**src/rtl/ex_iter_div_if.sv**
```systemverilog
// Decode-to-execute bundle for ex_iter_div: instruction/operand inputs plus
// the result, forwarding and stall outputs. master = decode side, slave = execute stage.
interface ex_iter_div_if #(
  parameter int DATA_W = 32
);
  logic              flush_i;
  logic [7:0]        aluop_i;
  logic [2:0]        alusel_i;
  logic [DATA_W-1:0] reg1_i;
  logic [DATA_W-1:0] reg2_i;
  logic [4:0]        wd_i;
  logic              wreg_i;
  logic [4:0]        wd_o;
  logic              wreg_o;
  logic [DATA_W-1:0] wdata_o;
  logic              stallreq_o;

  modport master (
    output flush_i, aluop_i, alusel_i, reg1_i, reg2_i, wd_i, wreg_i,
    input  wd_o, wreg_o, wdata_o, stallreq_o
  );

  modport slave (
    input  flush_i, aluop_i, alusel_i, reg1_i, reg2_i, wd_i, wreg_i,
    output wd_o, wreg_o, wdata_o, stallreq_o
  );
endinterface

```
**src/rtl/ex_iter_div.sv**
```systemverilog
// Execute stage: single-cycle logic/shift/arith plus an iterative restoring divider
// that stalls the pipeline. Define EX_SIGNED_DIV_EN to add signed DIV (0x1A) / REM (0x1D).
module ex_iter_div #(
  parameter int DATA_W    = 32,
  parameter int DIV_CNT_W = 6
) (
  input  logic         clk,
  input  logic         rst,
  ex_iter_div_if.slave ex
);

  localparam logic [2:0] SEL_NOP   = 3'd0;
  localparam logic [2:0] SEL_LOGIC = 3'd1;
  localparam logic [2:0] SEL_SHIFT = 3'd2;
  localparam logic [2:0] SEL_ARITH = 3'd3;
  localparam logic [2:0] SEL_DIV   = 3'd4;

  localparam logic [7:0] OP_AND  = 8'h24;
  localparam logic [7:0] OP_OR   = 8'h25;
  localparam logic [7:0] OP_XOR  = 8'h26;
  localparam logic [7:0] OP_NOR  = 8'h27;
  localparam logic [7:0] OP_ADDU = 8'h21;
  localparam logic [7:0] OP_SUBU = 8'h23;
  localparam logic [7:0] OP_SLTU = 8'h2B;
  localparam logic [7:0] OP_SLL  = 8'h7C;
  localparam logic [7:0] OP_SRL  = 8'h02;
  localparam logic [7:0] OP_SRA  = 8'h03;
  localparam logic [7:0] OP_DIVU = 8'h1B;
  localparam logic [7:0] OP_REMU = 8'h1C;
`ifdef EX_SIGNED_DIV_EN
  localparam logic [7:0] OP_DIV  = 8'h1A;
  localparam logic [7:0] OP_REM  = 8'h1D;
`endif

  localparam logic [DATA_W-1:0]    ZERO_W   = {DATA_W{1'b0}};
  localparam logic [DATA_W-1:0]    ONES_W   = {DATA_W{1'b1}};
  localparam logic [DIV_CNT_W-1:0] CNT_ZERO = {DIV_CNT_W{1'b0}};
  localparam logic [DIV_CNT_W-1:0] CNT_ONE  = {{(DIV_CNT_W-1){1'b0}}, 1'b1};
  localparam logic [DIV_CNT_W-1:0] CNT_LAST = DIV_CNT_W'(DATA_W - 1);

  typedef enum logic [1:0] {
    ST_IDLE = 2'd0,
    ST_BUSY = 2'd1,
    ST_DONE = 2'd2
  } state_t;

  state_t               state_r, state_s;
  logic [DIV_CNT_W-1:0] cnt_r, cnt_s;
  logic [DATA_W-1:0]    quo_r, quo_s, rem_r, rem_s, dvsr_r, dvsr_s;
  logic                 op_rem_r, op_rem_s, neg_q_r, neg_q_s, neg_rem_r, neg_rem_s;

  logic                 is_div_s, sgn_op_s, is_rem_op_s, div_start_s;
  logic [DATA_W-1:0]    dvnd_abs_s, dvsr_abs_s, alu_s, quo_res_s, rem_res_s;
  logic [DATA_W:0]      shl_s, diff_s;
  logic [4:0]           shamt_s;

  logic [4:0]           wd_s;
  logic                 wreg_s, stall_s;
  logic [DATA_W-1:0]    wdata_s;

  // Divide opcode decode; signed ops work on magnitudes and fix signs at the end
  always_comb begin
    is_div_s    = 1'b0;
    sgn_op_s    = 1'b0;
    is_rem_op_s = 1'b0;
    if (ex.alusel_i == SEL_DIV) begin
      case (ex.aluop_i)
        OP_DIVU: is_div_s = 1'b1;
        OP_REMU: begin is_div_s = 1'b1; is_rem_op_s = 1'b1; end
`ifdef EX_SIGNED_DIV_EN
        OP_DIV:  begin is_div_s = 1'b1; sgn_op_s = 1'b1; end
        OP_REM:  begin is_div_s = 1'b1; sgn_op_s = 1'b1; is_rem_op_s = 1'b1; end
`endif
        default: is_div_s = 1'b0;
      endcase
    end else begin
      is_div_s = 1'b0;
    end
    dvnd_abs_s = (sgn_op_s && ex.reg1_i[DATA_W-1]) ? (ZERO_W - ex.reg1_i) : ex.reg1_i;
    dvsr_abs_s = (sgn_op_s && ex.reg2_i[DATA_W-1]) ? (ZERO_W - ex.reg2_i) : ex.reg2_i;
  end

  assign div_start_s = (state_r == ST_IDLE) && is_div_s && !ex.flush_i;
  assign shl_s       = {rem_r, quo_r[DATA_W-1]};
  assign diff_s      = shl_s - {1'b0, dvsr_r};
  assign quo_res_s   = neg_q_r   ? (ZERO_W - quo_r) : quo_r;
  assign rem_res_s   = neg_rem_r ? (ZERO_W - rem_r) : rem_r;
  assign shamt_s     = ex.reg1_i[4:0];

  // Divider FSM next state and datapath updates
  always_comb begin
    state_s   = state_r;
    cnt_s     = cnt_r;
    quo_s     = quo_r;
    rem_s     = rem_r;
    dvsr_s    = dvsr_r;
    op_rem_s  = op_rem_r;
    neg_q_s   = neg_q_r;
    neg_rem_s = neg_rem_r;
    if (ex.flush_i) begin
      state_s = ST_IDLE;
      cnt_s   = CNT_ZERO;
    end else begin
      case (state_r)
        ST_IDLE: begin
          if (div_start_s) begin
            op_rem_s = is_rem_op_s;
            cnt_s    = CNT_ZERO;
            if (ex.reg2_i == ZERO_W) begin
              // Divide by zero skips iteration: all-ones quotient, raw dividend remainder
              state_s   = ST_DONE;
              quo_s     = ONES_W;
              rem_s     = ex.reg1_i;
              dvsr_s    = ZERO_W;
              neg_q_s   = 1'b0;
              neg_rem_s = 1'b0;
            end else begin
              state_s   = ST_BUSY;
              quo_s     = dvnd_abs_s;
              rem_s     = ZERO_W;
              dvsr_s    = dvsr_abs_s;
              neg_q_s   = sgn_op_s & (ex.reg1_i[DATA_W-1] ^ ex.reg2_i[DATA_W-1]);
              neg_rem_s = sgn_op_s & ex.reg1_i[DATA_W-1];
            end
          end else begin
            state_s = ST_IDLE;
          end
        end
        ST_BUSY: begin
          // quo_r doubles as the dividend shift register; quotient bits enter at the LSB
          quo_s   = {quo_r[DATA_W-2:0], ~diff_s[DATA_W]};
          rem_s   = diff_s[DATA_W] ? shl_s[DATA_W-1:0] : diff_s[DATA_W-1:0];
          cnt_s   = cnt_r + CNT_ONE;
          state_s = (cnt_r == CNT_LAST) ? ST_DONE : ST_BUSY;
        end
        ST_DONE: begin
          state_s = ST_IDLE;
          cnt_s   = CNT_ZERO;
        end
        default: begin
          state_s = ST_IDLE;
          cnt_s   = CNT_ZERO;
        end
      endcase
    end
  end

  // State and divider registers
  always_ff @(posedge clk) begin
    if (rst) begin
      state_r   <= ST_IDLE;
      cnt_r     <= CNT_ZERO;
      quo_r     <= ZERO_W;
      rem_r     <= ZERO_W;
      dvsr_r    <= ZERO_W;
      op_rem_r  <= 1'b0;
      neg_q_r   <= 1'b0;
      neg_rem_r <= 1'b0;
    end else begin
      state_r   <= state_s;
      cnt_r     <= cnt_s;
      quo_r     <= quo_s;
      rem_r     <= rem_s;
      dvsr_r    <= dvsr_s;
      op_rem_r  <= op_rem_s;
      neg_q_r   <= neg_q_s;
      neg_rem_r <= neg_rem_s;
    end
  end

  // Single-cycle ALU result
  always_comb begin
    alu_s = ZERO_W;
    case (ex.alusel_i)
      SEL_LOGIC: begin
        case (ex.aluop_i)
          OP_OR:   alu_s = ex.reg1_i | ex.reg2_i;
          OP_AND:  alu_s = ex.reg1_i & ex.reg2_i;
          OP_XOR:  alu_s = ex.reg1_i ^ ex.reg2_i;
          OP_NOR:  alu_s = ~(ex.reg1_i | ex.reg2_i);
          default: alu_s = ZERO_W;
        endcase
      end
      SEL_SHIFT: begin
        case (ex.aluop_i)
          OP_SLL:  alu_s = ex.reg2_i << shamt_s;
          OP_SRL:  alu_s = ex.reg2_i >> shamt_s;
          OP_SRA:  alu_s = $unsigned($signed(ex.reg2_i) >>> shamt_s);
          default: alu_s = ZERO_W;
        endcase
      end
      SEL_ARITH: begin
        case (ex.aluop_i)
          OP_ADDU: alu_s = ex.reg1_i + ex.reg2_i;
          OP_SUBU: alu_s = ex.reg1_i - ex.reg2_i;
          OP_SLTU: alu_s = {{(DATA_W-1){1'b0}}, (ex.reg1_i < ex.reg2_i)};
          default: alu_s = ZERO_W;
        endcase
      end
      default: alu_s = ZERO_W;
    endcase
  end

  // Output select; write enable is suppressed whenever the stage is stalled or annulled
  always_comb begin
    wd_s    = ex.wd_i;
    wreg_s  = 1'b0;
    wdata_s = ZERO_W;
    stall_s = 1'b0;
    if (rst) begin
      wd_s = 5'd0;
    end else if (ex.flush_i) begin
      wreg_s = 1'b0;
    end else begin
      case (state_r)
        ST_IDLE: begin
          if (div_start_s) begin
            stall_s = 1'b1;
          end else begin
            wreg_s  = (ex.alusel_i != SEL_NOP) & ex.wreg_i;
            wdata_s = alu_s;
          end
        end
        ST_BUSY: stall_s = 1'b1;
        ST_DONE: begin
          wreg_s  = ex.wreg_i;
          wdata_s = op_rem_r ? rem_res_s : quo_res_s;
        end
        default: stall_s = 1'b0;
      endcase
    end
  end

  assign ex.wd_o       = wd_s;
  assign ex.wreg_o     = wreg_s;
  assign ex.wdata_o    = wdata_s;
  assign ex.stallreq_o = stall_s;

endmodule

```
**src/flat_wrapper.sv**
```systemverilog
// flat-port wrapper written by rule: the top's interface ports become plain ports
module ex_iter_div_flat 
#(
  parameter int DATA_W    = 32,
  parameter int DIV_CNT_W = 6
)
  (clk, rst, ex_flush_i, ex_aluop_i, ex_alusel_i, ex_reg1_i, ex_reg2_i, ex_wd_i, ex_wreg_i, ex_wd_o, ex_wreg_o, ex_wdata_o, ex_stallreq_o);
  ex_iter_div_if #(.DATA_W(DATA_W)) ex_i ();
  input  logic clk;
  input  logic rst;
  input wire logic [$bits(ex_i.flush_i)-1:0] ex_flush_i;
  input wire logic [$bits(ex_i.aluop_i)-1:0] ex_aluop_i;
  input wire logic [$bits(ex_i.alusel_i)-1:0] ex_alusel_i;
  input wire logic [$bits(ex_i.reg1_i)-1:0] ex_reg1_i;
  input wire logic [$bits(ex_i.reg2_i)-1:0] ex_reg2_i;
  input wire logic [$bits(ex_i.wd_i)-1:0] ex_wd_i;
  input wire logic [$bits(ex_i.wreg_i)-1:0] ex_wreg_i;
  output wire logic [$bits(ex_i.wd_o)-1:0] ex_wd_o;
  output wire logic [$bits(ex_i.wreg_o)-1:0] ex_wreg_o;
  output wire logic [$bits(ex_i.wdata_o)-1:0] ex_wdata_o;
  output wire logic [$bits(ex_i.stallreq_o)-1:0] ex_stallreq_o;
  assign ex_i.flush_i = ex_flush_i;
  assign ex_i.aluop_i = ex_aluop_i;
  assign ex_i.alusel_i = ex_alusel_i;
  assign ex_i.reg1_i = ex_reg1_i;
  assign ex_i.reg2_i = ex_reg2_i;
  assign ex_i.wd_i = ex_wd_i;
  assign ex_i.wreg_i = ex_wreg_i;
  assign ex_wd_o = ex_i.wd_o;
  assign ex_wreg_o = ex_i.wreg_o;
  assign ex_wdata_o = ex_i.wdata_o;
  assign ex_stallreq_o = ex_i.stallreq_o;
  ex_iter_div #(.DATA_W(DATA_W), .DIV_CNT_W(DIV_CNT_W)) u_core (.clk(clk), .rst(rst), .ex(ex_i));
endmodule
```
**config.mk**
```make
export PLATFORM = sky130hd
export DESIGN_NAME = ex_iter_div_flat
export DESIGN_NICKNAME = d
export VERILOG_FILES = /design/src/rtl/ex_iter_div_if.sv /design/src/rtl/ex_iter_div.sv /design/src/flat_wrapper.sv
export SDC_FILE = /design/constraint.sdc
export NUM_CORES = 1
export LEC_CHECK = 0
export BUFFER_PORTS_ARGS = -buffer_cell sky130_fd_sc_hd__buf_2
export CAP_MARGIN = 20
export CORE_UTILIZATION = 55
export DETAILED_ROUTE_END_ITERATION = 7
export PLACE_DENSITY = 0.71
export REMOVE_ABC_BUFFERS = 1
export SLEW_MARGIN = 20
export SYNTH_ARGS = -nofsm -noshare
export SYNTH_HDL_FRONTEND = slang
export SYNTH_SLANG_ARGS = --single-unit
export TNS_END_PERCENT = 10
```
**constraint.sdc**
```tcl
create_clock -name clk -period 11 [get_ports clk]
set_input_delay 0.55 -clock clk [delete_from_list [all_inputs] [get_ports clk]]
set_output_delay 0.55 -clock clk [all_outputs]
set_load 0.02 [all_outputs]
```
==> flow_metrics.tcl <==
set metrics [dict create \
    run_status "finished clean" \
    p_switching_mw 0.4823 \
    drt_pass1_iterations 6 \
    fin_util_pct 59.46 \
    p_total_mw 1.227 \
    drv_cap 0 \
    critPathArrivalTime_ns 5.43 \
    relative_contribution_of_the_clock_network_to_total_power_pct 28.2 \
    timing.critical_path.from "ex_reg1_i[3]" \
    setup_total_negative_slack_ns 0 \
    grt_start_max_net_pins 78 \
    p_leak_nw 6.794 \
    grt_use_total_pct 42.79 \
    slew_headroom_pct 22.08 \
    cts_buffers 9 \
    layout-drive-gt1-share_pct 13.28 \
    htree_levels 3 \
    timing.critical_path.from_type "input pin" \
    path_max_fanout 77 \
    pin_count 123 \
    critical_path_required_ns 10.45 \
    number_of_vias_in_the_routed_layout 18120 \
    clock_tree_from_tritoncts "done" \
    place_inst 2582 \
    clock.fmax_mhz 167.1 \
    clk-insertion-delay-late_ns 0.37 \
    cts_hold_buffers 0 \
    yosys_register_bits 105 \
    switching_share_pct 39.31 \
    synth_area_um2 16300 \
    post_drt_via_cell_ratio 6.973 \
    finalSetupViolations 0 \
    final_period_minus_worst_setup_slack_ns 5.985 \
    drtAntennaViolNets 0 \
    grt_pass1_vias 16480 \
    min-delay-path-class "flop to flop" \
    pre_cts_slack_ns 5.255 \
    combinationalPowerShare_pct 40.8 \
    postSynthCellCount 2242 \
    antenna-diode-count 0 \
    power.internal_mw 0.7445 \
    core_region_area_um2 28940 \
    cts.repair_timing.setup_buffer_count 0 \
    pwr-share-seq_pct 31.0 \
    grt_antenna_before_repair 0 \
    critPathKind "input pin to primary output" \
    timing.final.ws_setup_ns 5.015 \
    synth.yosys.seq_area_share_pct 12.90 \
    worstSetupEndpointType "primary output" \
    detailed_place_hpwl_um 48320 \
    synth_cell_type_count 81 \
    cts_max_path_buffers 2 \
    hold_slack_ns 0.4609 \
    numClockSinks 105 \
    postRouteWirelength_um 66240 \
    average_cell_area_after_synthesis_um2 7.269 \
    postPlaceCellArea_um2 16890 \
    die_width_um 174.1 \
    synth-async-reset-ratio_pct 0 \
    worst_r2r_path_depth 14 \
    worst_r2r_startpoint "u_core.quo_r[31]" \
    fin_area_um2 17200 \
    grt_overflow_total 0 \
    p_per_area_nw_per_um2 71.31 \
    min-delay-start "u_core.dvsr_r[11]" \
    fin_nets 2437 \
    placement.io_buffers 122 \
    floorplan.initialDensity_pct 56.32 \
    wl_per_cell_um 25.49 \
    ys.flop_type "sky130_fd_sc_hd__dfxtp_1" \
    first_iter_violations 2432 \
    fin_skew_ns 0.01231 \
    tightestPinTransition_ns 1.169 \
    row_count 62 \
    die_h_um 174.1 \
    ys.warnings.count 0 \
    grt_setup_unrepaired "no" \
    place_congestion 1.044 \
    path_clk_slew_ns 0.07 \
    post_synth_edffs 0 \
    whs_path_depth 2 \
    cts-root-buf "sky130_fd_sc_hd__clkbuf_16" \
    ir_worst_vdd_uv 126.8 \
    postCtsResizedCells 0 \
    final.period_utilization_pct 54.41 \
    area_growth_pct 5.566 \
    final-max-slew-violation-count 0 \
    hold_viol 0 \
    die_area_um2 30320 \
    post-route-drc-count 0 \
    grt_pass1_wl_um 100200 \
    fin_cells 2598 \
]
==> per-layer routing <==
| metal | global-route usage [%] | routed length (um) | vias up |
|---|---|---|---|
| met4 | 18.93 | 3238 | 0 |
| met2 | 65.25 | 28320 | 1216 |
| li1 | - | - | 8070 |
| met3 | 9.208 | 8087 | 215 |
| met1 | 57.83 | 26590 | 8615 |
| met5 | 0 | 0 | - |
==> registers in the layout (all words and copies together), names as in the netlist <==
register,flops
u_core.op_rem_r,1
u_core.dvsr_r,32
u_core.rem_r,32
u_core.state_r,2
u_core.quo_r,32
u_core.cnt_r,6
==> cell usage after synthesis, drive strengths merged (38+ instances only) <==
cell type	n	share of area (%)
dfxtp	105	13
inv	135	3.1
nor3	44	1.4
mux4	59	8.2
clkbuf	159	3.7
buf	38	1.1
mux2i	99	6.1
ha	141	11
nor2	231	5.3
a211oi	46	2.7
o221ai	39	2.1
a21oi	264	8.1
o21ai	133	4.1
xnor2	70	3.8
nand2	225	5.2
==> area by class of cell <==
| class | count | area, um2 |
|---|---|---|
| repair buffers | 153 | 854.6 |
| well taps | 384 | 480.5 |
| multi-input cells | 1805 | 12950 |
| fillers | 2808 | 11730 |
| clock inverters | 5 | 65.06 |
| inverters | 135 | 506.7 |
| clock buffers | 11 | 242.7 |
| flip-flops and latches | 105 | 2103 |
==> path summary, 6_finish.rpt <==
| check | to | slack, ns |
|---|---|---|
| hold / removal | u_core.dvsr_r[11] | 0.46 |
| setup / recovery | ex_wdata_o[20] | 5.02 |
| setup reg to reg | u_core.rem_r[28] | 6.68 |
| hold reg to reg | u_core.dvsr_r[11] | 0.46 |
==> power by group through the flow <==
stage | Combinational, mW | Sequential, mW | Clock [mW]
2_1_floorplan | 0.293 | 0.389 | 0
3_3_place_gp | 0.477 | 0.389 | 0
3_5_place_dp | 0.481 | 0.389 | 0
4_1_cts | 0.483 | 0.380 | 0.347
5_1_grt | 0.534 | 0.380 | 0.360
6_report | 0.501 | 0.380 | 0.346
==> logic make-up (layout without fill, tap and decap cells) <==
logic type | count (synthesis) | in the layout | share of synthesized area (%)
buffers and inverters | 332 | 304 | 7.916
multiplexers | 192 | 192 | 16.58
flip-flops | 105 | 105 | 12.90
XOR/XNOR | 91 | 91 | 4.937
AND/OR/NAND/NOR | 678 | 678 | 18.85
AO/OA/AOI/OAI | 700 | 700 | 27.62
adder cells (fa/ha/maj) | 144 | 144 | 11.19
==> critical path, cell delays in order <==
cell,delay [ns]
sky130_fd_sc_hd__buf_2,0.08
sky130_fd_sc_hd__buf_4,0.63
sky130_fd_sc_hd__inv_2,0.49
sky130_fd_sc_hd__ha_1,0.52
sky130_fd_sc_hd__nor2_1,0.14
sky130_fd_sc_hd__a221oi_1,0.11
sky130_fd_sc_hd__o31ai_1,0.47
sky130_fd_sc_hd__a22oi_1,0.22
sky130_fd_sc_hd__o41ai_2,0.48
sky130_fd_sc_hd__a21boi_0,0.24
sky130_fd_sc_hd__o41ai_1,0.68
sky130_fd_sc_hd__a2111o_1,0.26
sky130_fd_sc_hd__a32oi_1,0.06
sky130_fd_sc_hd__a211o_1,0.31
sky130_fd_sc_hd__buf_2,0.17
==> layout by cell type, fill, tap and decap left out, types with 13 or more instances in the layout <==
| cell type | netlist | layout |
|---|---|---|
| sky130_fd_sc_hd__nand2_1 | 225 | 225 |
| sky130_fd_sc_hd__buf_4 | 0 | 33 |
| sky130_fd_sc_hd__xor2_1 | 20 | 20 |
| sky130_fd_sc_hd__o21ai_0 | 131 | 131 |
| sky130_fd_sc_hd__nor4_1 | 18 | 17 |
| sky130_fd_sc_hd__or3_1 | 24 | 24 |
| sky130_fd_sc_hd__o22ai_1 | 29 | 29 |
| sky130_fd_sc_hd__a211oi_1 | 28 | 28 |
| sky130_fd_sc_hd__inv_1 | 132 | 131 |
| sky130_fd_sc_hd__a21oi_1 | 264 | 263 |
| sky130_fd_sc_hd__nor2_1 | 231 | 231 |
| sky130_fd_sc_hd__nand4_1 | 13 | 13 |
| sky130_fd_sc_hd__xnor2_1 | 70 | 70 |
| sky130_fd_sc_hd__o211ai_1 | 23 | 23 |
| sky130_fd_sc_hd__buf_2 | 14 | 119 |
| sky130_fd_sc_hd__ha_1 | 141 | 141 |
| sky130_fd_sc_hd__mux4_2 | 59 | 59 |
| sky130_fd_sc_hd__nor2b_1 | 21 | 19 |
| sky130_fd_sc_hd__dfxtp_1 | 105 | 104 |
| sky130_fd_sc_hd__a21o_1 | 26 | 25 |
| sky130_fd_sc_hd__mux2i_1 | 99 | 99 |
| sky130_fd_sc_hd__nand2b_1 | 21 | 20 |
| sky130_fd_sc_hd__mux2_2 | 19 | 19 |
| sky130_fd_sc_hd__a31oi_1 | 20 | 20 |
| sky130_fd_sc_hd__a221oi_1 | 17 | 17 |
| sky130_fd_sc_hd__a211oi_2 | 18 | 18 |
| sky130_fd_sc_hd__o221ai_1 | 39 | 39 |
| sky130_fd_sc_hd__o31ai_1 | 13 | 13 |
| sky130_fd_sc_hd__nor3_1 | 44 | 43 |
| sky130_fd_sc_hd__mux2_1 | 15 | 15 |
| sky130_fd_sc_hd__nand3_1 | 32 | 32 |
Power figures use the tool's default switching activity.
